File: src/rtl/m_ext_issue_unit_if.sv
// ----------------------------------------------------------------------------
// m_ext_issue_unit_if
//   Bundles every non-clock signal of the M-extension issue unit. Signal names
//   keep the direction suffix as seen from the issue unit itself.
//
//   Core side   : in_valid_i/in_ready_o, opcode_i, funct3_i, funct7_i, rs1_i,
//                 rs2_i, tag_i, match_o, out_valid_o/out_ready_i, result_o,
//                 tag_o
//   Unit side   : mul_req_o, div_req_o, op_a_o, op_b_o, signed_A_o,
//                 signed_B_o, upper_rem_o, unit_ready_i, unit_done_i,
//                 unit_result_i
//
//   Modports:
//     slave  - the issue unit
//     master - the environment (core plus multiplier/divider)
// ----------------------------------------------------------------------------
interface m_ext_issue_unit_if #(
  parameter int XLEN  = 32,
  parameter int TAG_W = 5
);
  logic             in_valid_i;
  logic             in_ready_o;
  logic [6:0]       opcode_i;
  logic [2:0]       funct3_i;
  logic [6:0]       funct7_i;
  logic [XLEN-1:0]  rs1_i;
  logic [XLEN-1:0]  rs2_i;
  logic [TAG_W-1:0] tag_i;
  logic             match_o;
  logic             mul_req_o;
  logic             div_req_o;
  logic [XLEN-1:0]  op_a_o;
  logic [XLEN-1:0]  op_b_o;
  logic             signed_A_o;
  logic             signed_B_o;
  logic             upper_rem_o;
  logic             unit_ready_i;
  logic             unit_done_i;
  logic [XLEN-1:0]  unit_result_i;
  logic             out_valid_o;
  logic             out_ready_i;
  logic [XLEN-1:0]  result_o;
  logic [TAG_W-1:0] tag_o;

  modport slave (
    input  in_valid_i, opcode_i, funct3_i, funct7_i, rs1_i, rs2_i, tag_i,
           unit_ready_i, unit_done_i, unit_result_i, out_ready_i,
    output in_ready_o, match_o, mul_req_o, div_req_o, op_a_o, op_b_o,
           signed_A_o, signed_B_o, upper_rem_o, out_valid_o, result_o, tag_o
  );

  modport master (
    output in_valid_i, opcode_i, funct3_i, funct7_i, rs1_i, rs2_i, tag_i,
           unit_ready_i, unit_done_i, unit_result_i, out_ready_i,
    input  in_ready_o, match_o, mul_req_o, div_req_o, op_a_o, op_b_o,
           signed_A_o, signed_B_o, upper_rem_o, out_valid_o, result_o, tag_o
  );
endinterface

File: src/rtl/m_ext_issue_unit.sv
// ----------------------------------------------------------------------------
// m_ext_issue_unit
//   Sequential front-end for an M-extension multiplier/divider. Accepts one
//   decoded M instruction at a time, latches operands, tag and control bits,
//   issues a single request to the multiplier or divider, waits for the unit's
//   done pulse and then holds the result on a valid/ready response port.
//
//   Ports:
//     clk_i    - clock, all state on the rising edge
//     rst_n_i  - asynchronous active-low reset
//     bus      - m_ext_issue_unit_if.slave (core request/response and
//                multiplier/divider request/result signals)
//
//   Optional feature macro: M_DIV_SPECIAL_BYPASS_EN
//     When defined, divide-class instructions with a zero divisor or the
//     signed overflow case (most-negative / -1) are answered directly from
//     IDLE without issuing to the divider (RISC-V defined results).
//     When undefined, every instruction goes through ISSUE/WAIT.
// ----------------------------------------------------------------------------
module m_ext_issue_unit #(
  parameter int XLEN  = 32,
  parameter int TAG_W = 5
) (
  input  logic                 clk_i,
  input  logic                 rst_n_i,
  m_ext_issue_unit_if.slave    bus
);

  localparam logic [6:0] OPC_OP   = 7'b0110011;
  localparam logic [6:0] FUNCT7_M = 7'b0000001;

  typedef enum logic [1:0] {
    S_IDLE  = 2'd0,
    S_ISSUE = 2'd1,
    S_WAIT  = 2'd2,
    S_RESP  = 2'd3
  } state_e;

  state_e            state_q, state_d;
  logic [XLEN-1:0]   op_a_q, op_a_d;
  logic [XLEN-1:0]   op_b_q, op_b_d;
  logic [XLEN-1:0]   result_q, result_d;
  logic [TAG_W-1:0]  tag_q, tag_d;
  logic              is_div_q, is_div_d;
  logic              signed_a_q, signed_a_d;
  logic              signed_b_q, signed_b_d;
  logic              upper_q, upper_d;

  logic              match;
  logic              accept;
  logic              dec_signed_a;
  logic              dec_signed_b;
  logic              dec_upper;

  // Operand signedness and high-half/remainder select per funct3.
  // 000 MUL, 001 MULH, 010 MULHSU, 011 MULHU, 100 DIV, 101 DIVU, 110 REM, 111 REMU
  function automatic logic [2:0] decode_ctrl(input logic [2:0] f3);
    logic [2:0] ctl;
    case (f3)
      3'b000:  ctl = 3'b110;
      3'b001:  ctl = 3'b111;
      3'b010:  ctl = 3'b101;
      3'b011:  ctl = 3'b001;
      3'b100:  ctl = 3'b110;
      3'b101:  ctl = 3'b000;
      3'b110:  ctl = 3'b111;
      default: ctl = 3'b001;
    endcase
    return ctl;
  endfunction

`ifdef M_DIV_SPECIAL_BYPASS_EN
  localparam logic signed [XLEN-1:0] MOST_NEG_S = {1'b1, {(XLEN-1){1'b0}}};
  localparam logic signed [XLEN-1:0] NEG_ONE_S  = '1;

  // Zero divisor (any div-class op) or signed overflow (DIV/REM only, funct3[0]==0).
  function automatic logic div_is_special(input logic [2:0]      f3,
                                          input logic [XLEN-1:0] a,
                                          input logic [XLEN-1:0] b);
    logic signed [XLEN-1:0] sa;
    logic signed [XLEN-1:0] sb;
    sa = a;
    sb = b;
    return (b == '0) || (!f3[0] && (sa == MOST_NEG_S) && (sb == NEG_ONE_S));
  endfunction

  // funct3[1] separates remainder ops from quotient ops.
  function automatic logic [XLEN-1:0] div_special_value(input logic [2:0]      f3,
                                                        input logic [XLEN-1:0] a,
                                                        input logic [XLEN-1:0] b);
    if (b == '0) begin
      return f3[1] ? a : '1;
    end
    return f3[1] ? '0 : MOST_NEG_S;
  endfunction
`endif

  assign match  = (bus.opcode_i == OPC_OP) && (bus.funct7_i == FUNCT7_M);
  assign accept = bus.in_valid_i && (state_q == S_IDLE) && match;
  assign {dec_signed_a, dec_signed_b, dec_upper} = decode_ctrl(bus.funct3_i);

  always_comb begin
    state_d    = state_q;
    op_a_d     = op_a_q;
    op_b_d     = op_b_q;
    result_d   = result_q;
    tag_d      = tag_q;
    is_div_d   = is_div_q;
    signed_a_d = signed_a_q;
    signed_b_d = signed_b_q;
    upper_d    = upper_q;

    case (state_q)
      S_IDLE: begin
        if (accept) begin
          op_a_d     = bus.rs1_i;
          op_b_d     = bus.rs2_i;
          tag_d      = bus.tag_i;
          is_div_d   = bus.funct3_i[2];
          signed_a_d = dec_signed_a;
          signed_b_d = dec_signed_b;
          upper_d    = dec_upper;
          state_d    = S_ISSUE;
`ifdef M_DIV_SPECIAL_BYPASS_EN
          if (bus.funct3_i[2] && div_is_special(bus.funct3_i, bus.rs1_i, bus.rs2_i)) begin
            result_d = div_special_value(bus.funct3_i, bus.rs1_i, bus.rs2_i);
            state_d  = S_RESP;
          end
`endif
        end
      end
      // Request is held high for the whole ISSUE state.
      S_ISSUE: begin
        if (bus.unit_ready_i) begin
          state_d = S_WAIT;
        end
      end
      S_WAIT: begin
        if (bus.unit_done_i) begin
          result_d = bus.unit_result_i;
          state_d  = S_RESP;
        end
      end
      S_RESP: begin
        if (bus.out_ready_i) begin
          state_d = S_IDLE;
        end
      end
      default: state_d = S_IDLE;
    endcase
  end

  always_ff @(posedge clk_i or negedge rst_n_i) begin
    if (!rst_n_i) begin
      state_q    <= S_IDLE;
      op_a_q     <= '0;
      op_b_q     <= '0;
      result_q   <= '0;
      tag_q      <= '0;
      is_div_q   <= 1'b0;
      signed_a_q <= 1'b0;
      signed_b_q <= 1'b0;
      upper_q    <= 1'b0;
    end else begin
      state_q    <= state_d;
      op_a_q     <= op_a_d;
      op_b_q     <= op_b_d;
      result_q   <= result_d;
      tag_q      <= tag_d;
      is_div_q   <= is_div_d;
      signed_a_q <= signed_a_d;
      signed_b_q <= signed_b_d;
      upper_q    <= upper_d;
    end
  end

  // Handshake outputs are pure state decodes so an async reset drops them at once.
  assign bus.match_o     = match;
  assign bus.in_ready_o  = (state_q == S_IDLE);
  assign bus.mul_req_o   = (state_q == S_ISSUE) && !is_div_q;
  assign bus.div_req_o   = (state_q == S_ISSUE) &&  is_div_q;
  assign bus.out_valid_o = (state_q == S_RESP);
  assign bus.op_a_o      = op_a_q;
  assign bus.op_b_o      = op_b_q;
  assign bus.signed_A_o  = signed_a_q;
  assign bus.signed_B_o  = signed_b_q;
  assign bus.upper_rem_o = upper_q;
  assign bus.result_o    = result_q;
  assign bus.tag_o       = tag_q;

endmodule

File: src/flat_wrapper.sv
// flat-port wrapper written by rule: the top's interface ports become plain ports
module m_ext_issue_unit_flat 
#(
  parameter int XLEN  = 32,
  parameter int TAG_W = 5
)
  (clk_i, rst_n_i, bus_in_valid_i, bus_opcode_i, bus_funct3_i, bus_funct7_i, bus_rs1_i, bus_rs2_i, bus_tag_i, bus_unit_ready_i, bus_unit_done_i, bus_unit_result_i, bus_out_ready_i, bus_in_ready_o, bus_match_o, bus_mul_req_o, bus_div_req_o, bus_op_a_o, bus_op_b_o, bus_signed_A_o, bus_signed_B_o, bus_upper_rem_o, bus_out_valid_o, bus_result_o, bus_tag_o);
  m_ext_issue_unit_if #(.XLEN(XLEN), .TAG_W(TAG_W)) bus_i ();
  input  logic clk_i;
  input  logic rst_n_i;
  input wire logic [$bits(bus_i.in_valid_i)-1:0] bus_in_valid_i;
  input wire logic [$bits(bus_i.opcode_i)-1:0] bus_opcode_i;
  input wire logic [$bits(bus_i.funct3_i)-1:0] bus_funct3_i;
  input wire logic [$bits(bus_i.funct7_i)-1:0] bus_funct7_i;
  input wire logic [$bits(bus_i.rs1_i)-1:0] bus_rs1_i;
  input wire logic [$bits(bus_i.rs2_i)-1:0] bus_rs2_i;
  input wire logic [$bits(bus_i.tag_i)-1:0] bus_tag_i;
  input wire logic [$bits(bus_i.unit_ready_i)-1:0] bus_unit_ready_i;
  input wire logic [$bits(bus_i.unit_done_i)-1:0] bus_unit_done_i;
  input wire logic [$bits(bus_i.unit_result_i)-1:0] bus_unit_result_i;
  input wire logic [$bits(bus_i.out_ready_i)-1:0] bus_out_ready_i;
  output wire logic [$bits(bus_i.in_ready_o)-1:0] bus_in_ready_o;
  output wire logic [$bits(bus_i.match_o)-1:0] bus_match_o;
  output wire logic [$bits(bus_i.mul_req_o)-1:0] bus_mul_req_o;
  output wire logic [$bits(bus_i.div_req_o)-1:0] bus_div_req_o;
  output wire logic [$bits(bus_i.op_a_o)-1:0] bus_op_a_o;
  output wire logic [$bits(bus_i.op_b_o)-1:0] bus_op_b_o;
  output wire logic [$bits(bus_i.signed_A_o)-1:0] bus_signed_A_o;
  output wire logic [$bits(bus_i.signed_B_o)-1:0] bus_signed_B_o;
  output wire logic [$bits(bus_i.upper_rem_o)-1:0] bus_upper_rem_o;
  output wire logic [$bits(bus_i.out_valid_o)-1:0] bus_out_valid_o;
  output wire logic [$bits(bus_i.result_o)-1:0] bus_result_o;
  output wire logic [$bits(bus_i.tag_o)-1:0] bus_tag_o;
  assign bus_i.in_valid_i = bus_in_valid_i;
  assign bus_i.opcode_i = bus_opcode_i;
  assign bus_i.funct3_i = bus_funct3_i;
  assign bus_i.funct7_i = bus_funct7_i;
  assign bus_i.rs1_i = bus_rs1_i;
  assign bus_i.rs2_i = bus_rs2_i;
  assign bus_i.tag_i = bus_tag_i;
  assign bus_i.unit_ready_i = bus_unit_ready_i;
  assign bus_i.unit_done_i = bus_unit_done_i;
  assign bus_i.unit_result_i = bus_unit_result_i;
  assign bus_i.out_ready_i = bus_out_ready_i;
  assign bus_in_ready_o = bus_i.in_ready_o;
  assign bus_match_o = bus_i.match_o;
  assign bus_mul_req_o = bus_i.mul_req_o;
  assign bus_div_req_o = bus_i.div_req_o;
  assign bus_op_a_o = bus_i.op_a_o;
  assign bus_op_b_o = bus_i.op_b_o;
  assign bus_signed_A_o = bus_i.signed_A_o;
  assign bus_signed_B_o = bus_i.signed_B_o;
  assign bus_upper_rem_o = bus_i.upper_rem_o;
  assign bus_out_valid_o = bus_i.out_valid_o;
  assign bus_result_o = bus_i.result_o;
  assign bus_tag_o = bus_i.tag_o;
  m_ext_issue_unit #(.XLEN(XLEN), .TAG_W(TAG_W)) u_core (.clk_i(clk_i), .rst_n_i(rst_n_i), .bus(bus_i));
endmodule
File: config.mk
export PLATFORM = sky130hd
export DESIGN_NAME = m_ext_issue_unit_flat
export DESIGN_NICKNAME = d
export VERILOG_FILES = /design/src/rtl/m_ext_issue_unit_if.sv /design/src/rtl/m_ext_issue_unit.sv /design/src/flat_wrapper.sv
export SDC_FILE = /design/constraint.sdc
export NUM_CORES = 1
export LEC_CHECK = 0
export CAP_MARGIN = 20
export CORE_UTILIZATION = 39
export CTS_CLUSTER_SIZE = 25
export DETAILED_ROUTE_END_ITERATION = 8
export GPL_ROUTABILITY_DRIVEN = 0
export PLACE_DENSITY_LB_ADDON = 0.25
export SLEW_MARGIN = 20
export SYNTH_ARGS = -nofsm -noshare
export SYNTH_HDL_FRONTEND = slang
export SYNTH_SLANG_ARGS = --single-unit
File: constraint.sdc
create_clock -name clk_i -period 2.5 [get_ports clk_i]
set_input_delay 0.375 -clock clk_i [delete_from_list [all_inputs] [get_ports clk_i]]
set_output_delay 0.375 -clock clk_i [all_outputs]
set_load 0.005 [all_outputs]
==> reports/qor.csv, run 1 <==
stage,metric,value,unit
floorplan,starting density of the core,40.19,%
run_status,status,"finished, final reports clean",
finish,fill count,858,
timing,Setup-failing EPs final,0,
pwr,VDD IR max,0.0004250,V
synthesis,Yosys warnings,0,
synthesis,syn nets,382,
timing,worst clock skew,0.008075,ns
synthesis,sequential fraction of the synthesis area,61.46,%
pwr,Leak,3.322,nW
global_route,first-pass GRT wire length,16.42,mm
timing,total negative setup slack,0,ns
cts,Clock Path Buffers,2,
cts,Skew-Pair Late Insertion Delay,0.35,ns
detailed_routing,DR vias/cell,4.683,
setup_path,worst path cell trace,"inv_1, ha_1, nor2b_1, clkdlybuf4s50_1",
setup_path,Critical Path RT,2.12,ns
cts,post-CTS setup buffer count,0,
detailed_routing,via count,2983,
floorplan,die width,107.7,µm
timing,"Hold Vio Cnt, Final",0,
finish,Layout area overhead,62.38,%
setup_path,CP max stage delay,0.54,ns
synthesis,Netlist Area Pre-Place,4357,µm²
floorplan,core footprint,10840,µm²
timing,max_slew headroom,57.67,%
cts,CTS H-Tree Depth,3,
timing,fin. max-slew vios,0,
setup_path,"slowest stage cell, crit path",clkdlybuf4s50_1,
finish,"commonest non-fill, non-tap cell in the layout",clkdlybuf4s50_1,
global_route,largest net degree at the start of global routing,53,
setup_path,CP top delay family,buffers and inverters,
setup_path,WS Path Type,flip-flop to output pin,
timing,RSZ-0062 raised after global routing,no,
synthesis,count of cell types in the netlist,24,
detailed_routing,final wirelength,10.49,mm
finish,layout cells sized above 1,26.56,%
placed_design,dpl cells,621,
min_path,Hold WC Path Type,input pin to asynchronous set/reset pin,
timing,worst-margin pin slew,0.6350,ns
floorplan,Die Y,107.7,µm
setup_path,CP Buf/Inv Count,2,
cts,Clock Pin Slew Worst Setup and Hold Paths,0.09,ns
detailed_routing,wire per inst,16.46,µm
synthesis,cells after synthesis,253,
setup_path,peak fanout along the critical path,4,
global_route,GRT met1 Usage,21.51,%
global_route,GR Layer Usage met2,31.32,%
floorplan,Rows,38,
timing,post-layout min period,2.198,ns
global_route,met3 Use GR,6.477,%
run,max_cap viols,0,
placed_design,hpwl dp,8.026,mm
pwr,Final Total Pwr,0.004694,W
finish,n_diodes,0,
finish,Layout Cells excl Fill,637,
finish,"commonest cells after routing, fill and taps aside","clkdlybuf4s50_1, dfrtp_1, mux2_2",
finish,fin nets,621,
cts,Num CTS Buffers,9,
detailed_routing,number of DRC markers in iteration 0,66,
detailed_routing,# DRC,0,
timing,fmax,0.4550,GHz
global_route,GRT busiest layer,met2,
timing,final period utilization,87.91,%
synthesis,"FF+latch count, synth",107,
global_route,vias in the first global route,3222,
global_route,GRT Overall Usage,18.55,%
global_route,initial antenna violation count,0,
setup_path,Worst EP arrival,1.82,ns
setup_path,critical path launch point type,flip-flop,
timing,Hold WS,0.02669,ns
cts,CTS sink count,107,
global_route,GRT overflow,0,
detailed_routing,Detail Route Antenna Nets,0,
cts,Root Buffer,clkbuf_8,
placed_design,port bufs,232,
floorplan,io pins,233,
detailed_routing,First-pass DRT Iterations,3,
floorplan,area of the die,11600,µm²
synthesis,Avg Synthesized Cell Area,17.22,µm²
cts,TritonCTS clock tree,built,
pwr,pwr dens,663.6,nW/µm²
setup_path,Setup crit end kind,output pin,
flip-flops by register name, summed over array words and instances, names as in the netlist:
register / cells
u_core.bus.signed_A_o: 1
u_core.bus.op_b_o: 32
u_core.is_div_q: 1
u_core.bus.tag_o: 5
u_core.bus.op_a_o: 32
u_core.state_q: 2
u_core.bus.signed_B_o: 1
u_core.bus.result_o: 32
u_core.bus.upper_rem_o: 1
timing repair:
item / in CTS / in global routing
hold buffers: 0 / 0
resized for setup: 0 / 2
setup endpoints to repair: 0 / 1
cell usage after synthesis (all sizes together):
library cell | n | area (µm²)
a21oi | 2 | 13.76
and2 | 1 | 6.260
and4b | 1 | 10.01
and4bb | 2 | 25.02
buf | 11 | 85.08
dfrtp | 107 | 2678
ha | 5 | 62.56
inv | 5 | 18.77
mux2 | 105 | 1363
mux2i | 2 | 20.02
nand2 | 3 | 11.26
nand2b | 1 | 6.260
nand4 | 1 | 6.260
nor2 | 1 | 3.750
nor2b | 1 | 6.260
nor4 | 1 | 12.51
nor4bb | 1 | 10.01
o21ai | 2 | 10.01
o221ai | 1 | 8.760
per-stage QoR:
stage	worst slack (ns)	util [%]	cell area [µm²]
floorplan	0.6579	-	4357
global placement	0.1452	63.25	6857
detailed placement	0.1084	63.25	6857
CTS	0.1081	65.18	7066
global route	0.1098	65.26	7074
finish	0.3023	65.26	7074
metal layers:
layer | part of all wire [%] | vias to the layer above
met2 | 50 | 147
met1 | 39 | 1454
met5 | 0 | -
met4 | 1.7 | 0
li1 | - | 1369
met3 | 9.9 | 13
final timing paths:
check / startpoint / endpoint / slack (ns) / depth (start not counted)
worst max-delay path: u_core.state_q[1] / bus_mul_req_o / 0.30 / 4
worst min-delay path: rst_n_i / u_core.bus.result_o[23] / 0.03 / 1
worst max register to register: u_core.state_q[0] / u_core.state_q[1] / 0.45 / 7
worst min register to register: u_core.bus.result_o[10] / u_core.bus.result_o[10] / 0.51 / 1
max in group asynchronous: rst_n_i / u_core.bus.result_o[19] / 1.79 / 2
min in group clk_i: u_core.bus.result_o[10] / u_core.bus.result_o[10] / 0.51 / 1
report_power, final:
part / leakage, nW / switching, W / internal, W
registers: 1.42 / 0.000134 / 0.00201
clock network: 0.103 / 0.000560 / 0.000563
logic: 1.80 / 0.000439 / 0.000985
total: 3.32 / 0.00113 / 0.00356
worst reg2reg max path: cells and delay by family, from the launching register on:
family | cells | cell delay [ns]
flops | 1 | 0.41
buf+inv | 2 | 0.34
mux | 1 | 0.35
fa+ha+maj | 1 | 0.25
simple gates | 2 | 0.40
compound gates | 1 | 0.18
cell type report:
cell class / count / area (µm²) / share of cell area (%)
Sequential cell: 107 / 2678 / 37.85
Clock buffer: 11 / 131.4 / 1.857
Timing Repair Buffer: 239 / 2412 / 34.10
Clock inverter: 5 / 77.57 / 1.097
Multi-Input combinational cell: 130 / 1582 / 22.36
Inverter: 5 / 18.77 / 0.2653
Tap cell: 140 / 175.2 / 2.476
cells by family (layout without fill, tap and decap cells):
family / Yosys count / count (layout) / share of synthesized area [%]
mux: 107 / 107 / 31.73
buf+inv: 16 / 260 / 2.384
compound gates: 5 / 5 / 0.7467
flops: 107 / 107 / 61.46
simple gates: 13 / 13 / 2.240
fa+ha+maj: 5 / 5 / 1.436
Note: power is estimated with default switching activity, not from simulation.
==> run 2, diff against run 1 <==
--- a/config.mk
+++ b/config.mk
@@ -11,7 +11,7 @@
 export DETAILED_ROUTE_END_ITERATION = 8
 export GPL_ROUTABILITY_DRIVEN = 0
 export PLACE_DENSITY_LB_ADDON = 0.25
-export SLEW_MARGIN = 20
+export SLEW_MARGIN = 0
 export SYNTH_ARGS = -nofsm -noshare
 export SYNTH_HDL_FRONTEND = slang
 export SYNTH_SLANG_ARGS = --single-unit
==> results of run 2 <==
No change in the layout: final DEF, timing and power equal those of run 1.
